`config.mk`:
```
export PLATFORM = sky130hd
export DESIGN_NAME = p3_execute
export DESIGN_NICKNAME = d
export VERILOG_FILES = /design/src/rtl/p3_pkg.sv /design/src/rtl/p3_execute_alu.sv /design/src/rtl/p3_execute.sv
export SDC_FILE = /design/constraint.sdc
export NUM_CORES = 1
export LEC_CHECK = 0
export BUFFER_PORTS_ARGS = -buffer_cell sky130_fd_sc_hd__buf_2
export CORE_UTILIZATION = 35
export CTS_CLUSTER_DIAMETER = 40
export DETAILED_ROUTE_END_ITERATION = 6
export GPL_ROUTABILITY_DRIVEN = 0
export GPL_TIMING_DRIVEN = 0
export PLACE_DENSITY = 0.62
export SLEW_MARGIN = 0
export SYNTH_ARGS = -nofsm -noshare
export SYNTH_HDL_FRONTEND = slang
export SYNTH_SLANG_ARGS = --single-unit
```
`constraint.sdc`:
```
create_clock -name clock -period 3 [get_ports clock]
set_input_delay 0.15 -clock clock [delete_from_list [all_inputs] [get_ports clock]]
set_output_delay 0.15 -clock clock [all_outputs]
set_load 0.005 [all_outputs]
```
`src/rtl/p3_pkg.sv`:
```
// Shared encodings for the SIMPLE execute stage: ALU opcodes, branch conditions,
// memory access codes, flag bit positions and the stage state enum.
package p3_pkg;

   typedef enum logic [3:0] {
      ALU_ADD  = 4'd0,
      ALU_SUB  = 4'd1,
      ALU_CMP  = 4'd2,
      ALU_AND  = 4'd3,
      ALU_OR   = 4'd4,
      ALU_XOR  = 4'd5,
      ALU_MOV  = 4'd6,
      ALU_SLL  = 4'd7,
      ALU_SLR  = 4'd8,
      ALU_SRL  = 4'd9,
      ALU_SRA  = 4'd10,
      ALU_LDST = 4'd11,
      ALU_LI   = 4'd12,
      ALU_BR   = 4'd13,
      ALU_HLT  = 4'd14
   } aluOp_t;

   typedef enum logic [2:0] {
      BR_NONE   = 3'b000,
      BR_ALWAYS = 3'b001,
      BR_EQ     = 3'b010,
      BR_LT     = 3'b011,
      BR_LE     = 3'b100,
      BR_NE     = 3'b101
   } branchCond_t;

   typedef enum logic [1:0] {
      MEM_NONE  = 2'b00,
      MEM_READ  = 2'b01,
      MEM_WRITE = 2'b10
   } memOp_t;

   typedef enum logic {
      RUN    = 1'b0,
      HALTED = 1'b1
   } state_t;

   // Bit positions inside the {S,Z,C,V} flag vector.
   localparam int unsigned FLAG_S = 3;
   localparam int unsigned FLAG_Z = 2;
   localparam int unsigned FLAG_C = 1;
   localparam int unsigned FLAG_V = 0;

endpackage

```
`src/rtl/p3_execute_alu.sv`:
```
// Combinational ALU/shifter for the execute stage: produces the result and the
// SZCV candidate that the stage may commit to its flag register.
module p3_alu
   import p3_pkg::*;
#(
   parameter int WIDTH = 16
) (
   input  aluOp_t           aluOp,
   input  logic [WIDTH-1:0] operandA,
   input  logic [WIDTH-1:0] operandB,
   input  logic [WIDTH-1:0] imm,
   input  logic [3:0]       shiftAmt,
   output logic [WIDTH-1:0] result,
   output logic [3:0]       flagsOut
);

   logic [WIDTH:0]     sum;
   logic [WIDTH:0]     diff;
   logic [2*WIDTH-1:0] shl;
   logic [2*WIDTH-1:0] shr;
   logic [2*WIDTH-1:0] sra;
   logic [2*WIDTH-1:0] rol;
   logic               carry;
   logic               overflow;

   always_comb begin
      sum  = {1'b0, operandA} + {1'b0, operandB};
      diff = {1'b0, operandB} - {1'b0, operandA};
      // Shifts run in a double-width window so the last bit shifted out lands
      // at a fixed position next to the result (and is 0 when d = 0).
      shl  = {{WIDTH{1'b0}}, operandB} << shiftAmt;
      shr  = {operandB, {WIDTH{1'b0}}} >> shiftAmt;
      sra  = $signed({operandB, {WIDTH{1'b0}}}) >>> shiftAmt;
      rol  = {operandB, operandB} << shiftAmt;

      result   = '0;
      carry    = 1'b0;
      overflow = 1'b0;
      case (aluOp)
         ALU_ADD: begin
            result   = sum[WIDTH-1:0];
            carry    = sum[WIDTH];
            overflow = (operandA[WIDTH-1] == operandB[WIDTH-1]) &&
                       (sum[WIDTH-1] != operandA[WIDTH-1]);
         end
         ALU_SUB, ALU_CMP: begin
            result   = diff[WIDTH-1:0];
            carry    = diff[WIDTH];
            overflow = (operandA[WIDTH-1] != operandB[WIDTH-1]) &&
                       (diff[WIDTH-1] != operandB[WIDTH-1]);
         end
         ALU_AND:  result = operandA & operandB;
         ALU_OR:   result = operandA | operandB;
         ALU_XOR:  result = operandA ^ operandB;
         ALU_MOV:  result = operandA;
         ALU_SLL: begin
            result = shl[WIDTH-1:0];
            carry  = shl[WIDTH];
         end
         ALU_SLR: begin
            result = rol[2*WIDTH-1:WIDTH];
            carry  = (shiftAmt != 4'd0) && rol[WIDTH];
         end
         ALU_SRL: begin
            result = shr[2*WIDTH-1:WIDTH];
            carry  = shr[WIDTH-1];
         end
         ALU_SRA: begin
            result = sra[2*WIDTH-1:WIDTH];
            carry  = sra[WIDTH-1];
         end
         ALU_LDST: result = operandA + imm;
         ALU_LI:   result = imm;
         default:  result = '0;
      endcase

      flagsOut = {result[WIDTH-1], (result == '0), carry, overflow};
   end

endmodule

```
`src/rtl/p3_execute.sv`:
```
// Execute stage of the SIMPLE pipeline: ALU, branch resolution against SZCV,
// halt tracking, and the registered boundary to the memory stage.
module p3_execute
   import p3_pkg::*;
#(
   parameter int WIDTH = 16
) (
   input  logic             clock,
   input  logic             reset,
   input  logic             valid,
   input  logic             stall,
   input  logic             flush,
   input  logic [3:0]       aluOp,
   input  logic             setFlags,
   input  logic [2:0]       branchCond,
   input  logic [WIDTH-1:0] operandA,
   input  logic [WIDTH-1:0] operandB,
   input  logic [WIDTH-1:0] imm,
   input  logic [3:0]       shiftAmt,
   input  logic [WIDTH-1:0] pcIn,
   input  logic [1:0]       memWriteIn,
   input  logic             writeRegIn,
   input  logic [2:0]       regAddressIn,
   output logic [WIDTH-1:0] address,
   output logic [WIDTH-1:0] storeData,
   output logic [1:0]       memWrite,
   output logic             writeReg,
   output logic [2:0]       regAddress,
   output logic             branchTaken,
   output logic [WIDTH-1:0] branchTarget,
   output logic [3:0]       flags,
   output logic             halted
);

   aluOp_t           op;
   state_t           state;
   state_t           stateNext;
   logic             issue;
   logic             condTrue;
   logic [WIDTH-1:0] aluResult;
   logic [3:0]       aluFlags;
   logic             lessThan;

   assign op = aluOp_t'(aluOp);

   p3_alu #(.WIDTH(WIDTH)) alu (
      .aluOp    (op),
      .operandA (operandA),
      .operandB (operandB),
      .imm      (imm),
      .shiftAmt (shiftAmt),
      .result   (aluResult),
      .flagsOut (aluFlags)
   );

   // Conditions read the committed flag register, i.e. the previous instruction's flags.
   always_comb begin
      lessThan = flags[FLAG_S] ^ flags[FLAG_V];
      condTrue = 1'b0;
      case (branchCond_t'(branchCond))
         BR_ALWAYS: condTrue = 1'b1;
         BR_EQ:     condTrue = flags[FLAG_Z];
         BR_LT:     condTrue = lessThan;
         BR_LE:     condTrue = flags[FLAG_Z] | lessThan;
         BR_NE:     condTrue = !flags[FLAG_Z];
         default:   condTrue = 1'b0;
      endcase
   end

   always_ff @(posedge clock or posedge reset) begin
      if (reset) state <= RUN;
      else       state <= stateNext;
   end

   // HLT never issues: it only moves the FSM, so it leaves the stage as a bubble.
   always_comb begin
      stateNext = state;
      issue     = 1'b0;
      if (!flush && !stall && state == RUN && valid) begin
         if (op == ALU_HLT) stateNext = HALTED;
         else               issue     = 1'b1;
      end
   end

   assign halted = (state == HALTED);

   always_ff @(posedge clock or posedge reset) begin
      if (reset) begin
         address      <= '0;
         storeData    <= '0;
         memWrite     <= MEM_NONE;
         writeReg     <= 1'b0;
         regAddress   <= '0;
         branchTaken  <= 1'b0;
         branchTarget <= '0;
         flags        <= '0;
      end else if (flush || (!stall && !issue)) begin
         memWrite    <= MEM_NONE;
         writeReg    <= 1'b0;
         branchTaken <= 1'b0;
      end else if (issue) begin
         address      <= aluResult;
         storeData    <= operandB;
         memWrite     <= memWriteIn;
         writeReg     <= writeRegIn && (op != ALU_CMP);
         regAddress   <= regAddressIn;
         branchTaken  <= condTrue;
         branchTarget <= pcIn + WIDTH'(1) + imm;
         if (setFlags) flags <= aluFlags;
      end
   end

endmodule

```
* After elaboration in Yosys (flattened, before gate mapping)
Cells that the tools add are included.
Widths: inputs -> output; s select.
** Word-level totals
- Bits in registers :: 60
- Bits of input ports :: 87
- Output and inout port bits :: 60
- Word-level logic and storage cells :: 81
** Operators by class
- Add/sub/neg operators :: 5
- Equal/unequal tests :: 23
- Shifts and indexed selects :: 4
- Muxes and demuxes :: 12
- Bitwise operators :: 7
- Reduce and logical (&&, ||, !) cells :: 21
** Operators with widths (count)
- $pmux 16 s12 :: 1
- $add 16x16->16 :: 2
- $shl 32x4->32 :: 1
- $shr 32x4->32 :: 1
- $sshr 32x4->32 :: 1
- $eq 4x4->1 const B :: 6
- $add 16x16->17 :: 1
- $shl 16x4->17 :: 1
- $sub 16x16->17 :: 1
- $add 16x1->16 const B :: 1
- $and 16x16->16 :: 1
- $eq 4x3->1 const B :: 4
- $logic_not 16->1 :: 1
- $or 16x16->16 :: 1
- $xor 16x16->16 :: 1
- $eq 4x2->1 const B :: 2
- $logic_and 1x1->1 :: 8
- $eq 3x2->1 const B :: 2
- $eq 3x3->1 const B :: 2
- $mux 1 :: 6
- $pmux 1 s6 :: 1
- $pmux 1 s5 :: 1
- $eq 4x1->1 const B :: 1
- $logic_not 1->1 :: 4
- other kinds (16) :: 21

* Logic depth before layout (Yosys ltp)
- Depth after elaboration :: 10
- Mapped depth :: 13

* Modules after synthesis
A second synthesis with hierarchy kept.
** Second synthesis, totals
- Cell total of the unflattened synthesis :: 1170
- Area, all modules :: 9263.9 sq um
** By module, submodules not included
- p3_alu :: times used 1, cells an instance 839, area each 6261.0 sq um, sequential area each 0.0 sq um
- p3_execute :: times used 1, cells an instance 331, area each 3002.9 sq um, sequential area each 1501.4 sq um

* Worst setup path after synthesis
Ideal clock, no wire load.
- Path kind :: in2reg
- Start point :: input port operandB[11]
- End point :: register flags[2]
- Setup time :: 0.067 ns
- Arrival time :: 3.060 ns
- Path slack :: -0.127 ns
- Stages on the path :: 13
- Path buffers :: 2
- Path through :: clkbuf_1 -> inv_1 -> ha_1 -> buf_2 -> nor2_1 -> a2111oi_0 -> or4b_1 -> o221ai_1 -> or3b_1 -> a21oi_1 -> or4_1 -> a211oi_1 -> a32o_1
** On the way
- Longest elaborated chain between the ends :: 3
** RTL lines
- start: declaration :: line p3_execute.sv:17 : input logic [WIDTH-1:0] operandB,
- $sub 16x16->17, or another cell as far along :: line p3_execute_alu.sv:28 : diff = {1'b0, operandB} - {1'b0, operandA};
- $pmux 16 s12 (*) :: line p3_execute_alu.sv:39 : case (aluOp)
- $logic_not 16->1 (*) :: line p3_execute_alu.sv:77 : flagsOut = {result[WIDTH-1], (result == '0), carry, overflow};
- end signal: assignment :: line p3_execute.sv:109 : if (setFlags) flags <= aluFlags;
- end: declaration :: line p3_execute.sv:31 : output logic [3:0] flags,
Every way passes the cells marked *; elsewhere a longest branch is shown, timed or not.
A chain may end at the register's enable or synchronous reset.

* Worst setup path in the final report
- Start point :: input port operandB[4]
- End point :: register flags[2]
Same word-level chain as after synthesis.

==> impl_metrics.json <==
{
  "status": "complete, but fails checks",
  "violations": "setup timing",
  "period_minus_slack_ns": 3.07,
  "syn_area_per_cell_um2": 7.84,
  "ys_types": 88,
  "cts_buffers": 9,
  "synth_top_family_by_area": "compound AO/OA/AOI/OAI gates",
  "fin_ws_ns": -0.0682,
  "clockBufferDepth": 2,
  "synth_nets": 1314,
  "hp-class": "in2reg",
  "synth.area.mux_share": 0.123,
  "place_ws_ns": -1.22,
  "synth_compound_area_frac": 0.273,
  "rows": 58,
  "fp.dieH_um": 162,
  "peakVddDrop_mv": 0.289,
  "setup_viol": 1,
  "root_buffer": "clkbuf_16",
  "place_hpwl_um": 29100,
  "rrSetupSlack_ns": 0.66,
  "htreeDepth": 3,
  "drive_gt1_frac": 0.220,
  "leakage_uw": 0.00488,
  "crit_path_max_fanout": 12,
  "dieArea_um2": 26100,
  "whs_endpoint": "regAddress[2]",
  "worst_slew_pin_slew_ns": 1.38,
  "cts_tree": "yes",
  "r2r_cells": 6,
  "syn_to_final_growth_pct": 20.1,
  "wire_per_inst_um": 22.2,
  "final_common_cell": "buf_2",
  "synthArstFlopShare": 1.00,
  "synth_edf_count": 0,
  "synth-xor-area-share": 0.0275,
  "total_power_uw": 4030,
  "syn_inst": 1138,
  "final_cell_count_no_fill": 1642,
  "post-place-cells": 1613,
  "post-route-period-util": 1.02,
  "drt-pass1-iter-count": 6,
  "final_cell_mix": "buf_2 (154), nand2_1 (133), o21ai_0 (89)",
  "layout.nets": 1483,
  "reg2reg_to": "flags[2]",
  "netlist.area_leader.share": 0.168,
  "io_buffers": 143,
  "hold_viol": 0,
  "crit_path_end_kind": "register",
  "clock.fmax_mhz": 326,
  "n_antenna_cell": 0,
  "totalWireLength_um": 36400,
  "ys_seq_elements": 60,
  "synthAdderAreaFrac": 0.128,
  "slew_headroom": 0.0777,
  "synthSimpleGateAreaFrac": 0.212,
  "yosysTopAreaCell": "dfrtp_1",
  "antenna_found_initial": 1,
  "via_count": 10000,
  "hold_ws_ns": 0.00417,
  "grt_pass1_wl_um": 55700,
  "fin_setup_tns_ns": -0.0682,
  "startpoint_type": "input port",
  "worstHoldStart": "regAddressIn[2]",
  "worstPathArrival_ns": 3.34,
  "netlist_area_um2": 8920,
  "holdPathStages": 3,
  "clkTransAtPathRegs_ns": 0.05,
  "cp.required_ns": 3.27,
  "crit_type": "in2reg",
  "drtAntennaViolNets": 0,
  "core_region_area_um2": 25100,
  "nFillCells": 2616,
  "synth_area_leaders": "dfrtp_1 (17%), ha_1 (12%), mux4_2 (7.1%)",
  "drv_cap": 0,
  "yosys_warnings": 0,
  "synth-seq-area-share": 0.168,
  "overflow": 0,
  "skew_ns": 0.00601,
  "ios": 147,
  "synth-main-ff-cell": "dfrtp_1",
  "grt_max_degree": 34,
  "die_x_um": 162,
  "drc": 0,
  "first_global_vias": 9524,
  "gr-usage-all-layers": 0.277,
  "clock-sinks": 60,
  "r2r_start": "halted",
  "powerDensity_nw_per_um2": 377,
  "clk_latency_ns": 0.34,
  "finalMaxSlewViolations": 0,
  "drt_iter0_drc": 1381,
  "via_per_inst": 6.10,
  "rsz0062_at_grt": "true",
  "initial_core_util": 0.355
}
cell usage after synthesis, types with 5 or more instances:
library cell	n
a2111oi_0	6
a211oi_1	13
a21o_1	9
a21oi_1	73
a221oi_1	10
a22oi_1	16
a31oi_1	11
and2_1	7
and3_1	9
and3b_1	6
buf_1	6
buf_2	19
buf_6	5
clkbuf_1	41
dfrtp_1	60
ha_1	85
inv_1	60
mux2_2	6
mux2i_1	31
mux4_2	28
nand2_1	133
nand2b_1	19
nand3_1	16
nand4b_1	5
nor2_1	83
nor2b_1	21
nor3_1	38
nor4_1	10
o2111a_1	5
o211ai_1	13
o21a_1	10
o21ai_0	90
o21ai_1	5
o221ai_1	6
o22ai_1	13
o311ai_0	5
o31ai_1	9
or3_1	12
or4_1	5
xnor2_1	12
xor2_1	16
worst max-delay path: stages:
cell,delay [ns]
buf_2,0.27
inv_1,0.17
ha_2,0.48
o21ai_0,0.13
a21oi_1,0.25
nand4_1,0.25
a21oi_2,0.30
o2111ai_1,0.22
mux2i_1,0.17
or4_4,0.58
a211oi_2,0.18
a32o_1,0.18
state kept, by name, indices dropped and copies added, names as in the netlist:
signal and flops:
regAddress 3, memWrite 2, flags 4, address 16
branchTarget 16, writeReg 1, storeData 16, halted 1
branchTaken 1
per-layer routing:
layer | vias up | track usage | routed length, µm
li1 | 4593 | - | -
met1 | 4677 | 0.363 | 15100
met5 | - | 0 | 13
met3 | 120 | 0.0570 | 3780
met4 | 2 | 0.120 | 1540
met2 | 632 | 0.439 | 16000
worst max path at each step:
stage,startpoint,end,cells after the start
final,operandB[4],flags[2],12
after global routing,operandB[5],flags[2],13
after CTS,operandB[15],flags[2],12
after detailed placement,shiftAmt[2],flags[2],12
after global placement,shiftAmt[2],flags[2],12
after floorplan,operandB[11],flags[2],13
repair_timing:
item / 4_1_cts / 5_1_grt
buffers inserted: 12 / 2
hold buffers: 2 / 0
endpoints found under the setup margin: 5 / 20
endpoints found under the hold margin: 33 / 0
resized for setup: 43 / 15
pin swaps: 9 / 2
area by class of cell:
type / instances / area, µm² / area share
clock buffers: 10 / 239 / 0.0223
inverters: 65 / 248 / 0.0231
multi-input cells: 937 / 6950 / 0.649
clock inverters: 6 / 86.3 / 0.00806
plain buffers: 73 / 388 / 0.0362
repair buffers: 161 / 878 / 0.0820
flip-flops and latches: 60 / 1500 / 0.140
well taps: 330 / 413 / 0.0386
power by group:
group / total, µW / internal [µW] / switching, µW
sequential: 1050 / 969 / 84.6
combinational: 1830 / 750 / 1080
clock: 1150 / 749 / 403
cell families after synthesis:
kind of cell / count (synthesis)
buf+inv: 141
flops: 60
simple gates: 387
fa+ha+maj: 89
compound gates: 362
xor+xnor: 28
mux: 71
through the flow:
stage	utilization	area, µm²
3_3_place_gp	0.400	10100
6_report	0.426	10700
5_1_grt	0.426	10700
2_1_floorplan	-	8920
4_1_cts	0.425	10700
3_5_place_dp	0.402	10100
Power figures use the tool's default switching activity.
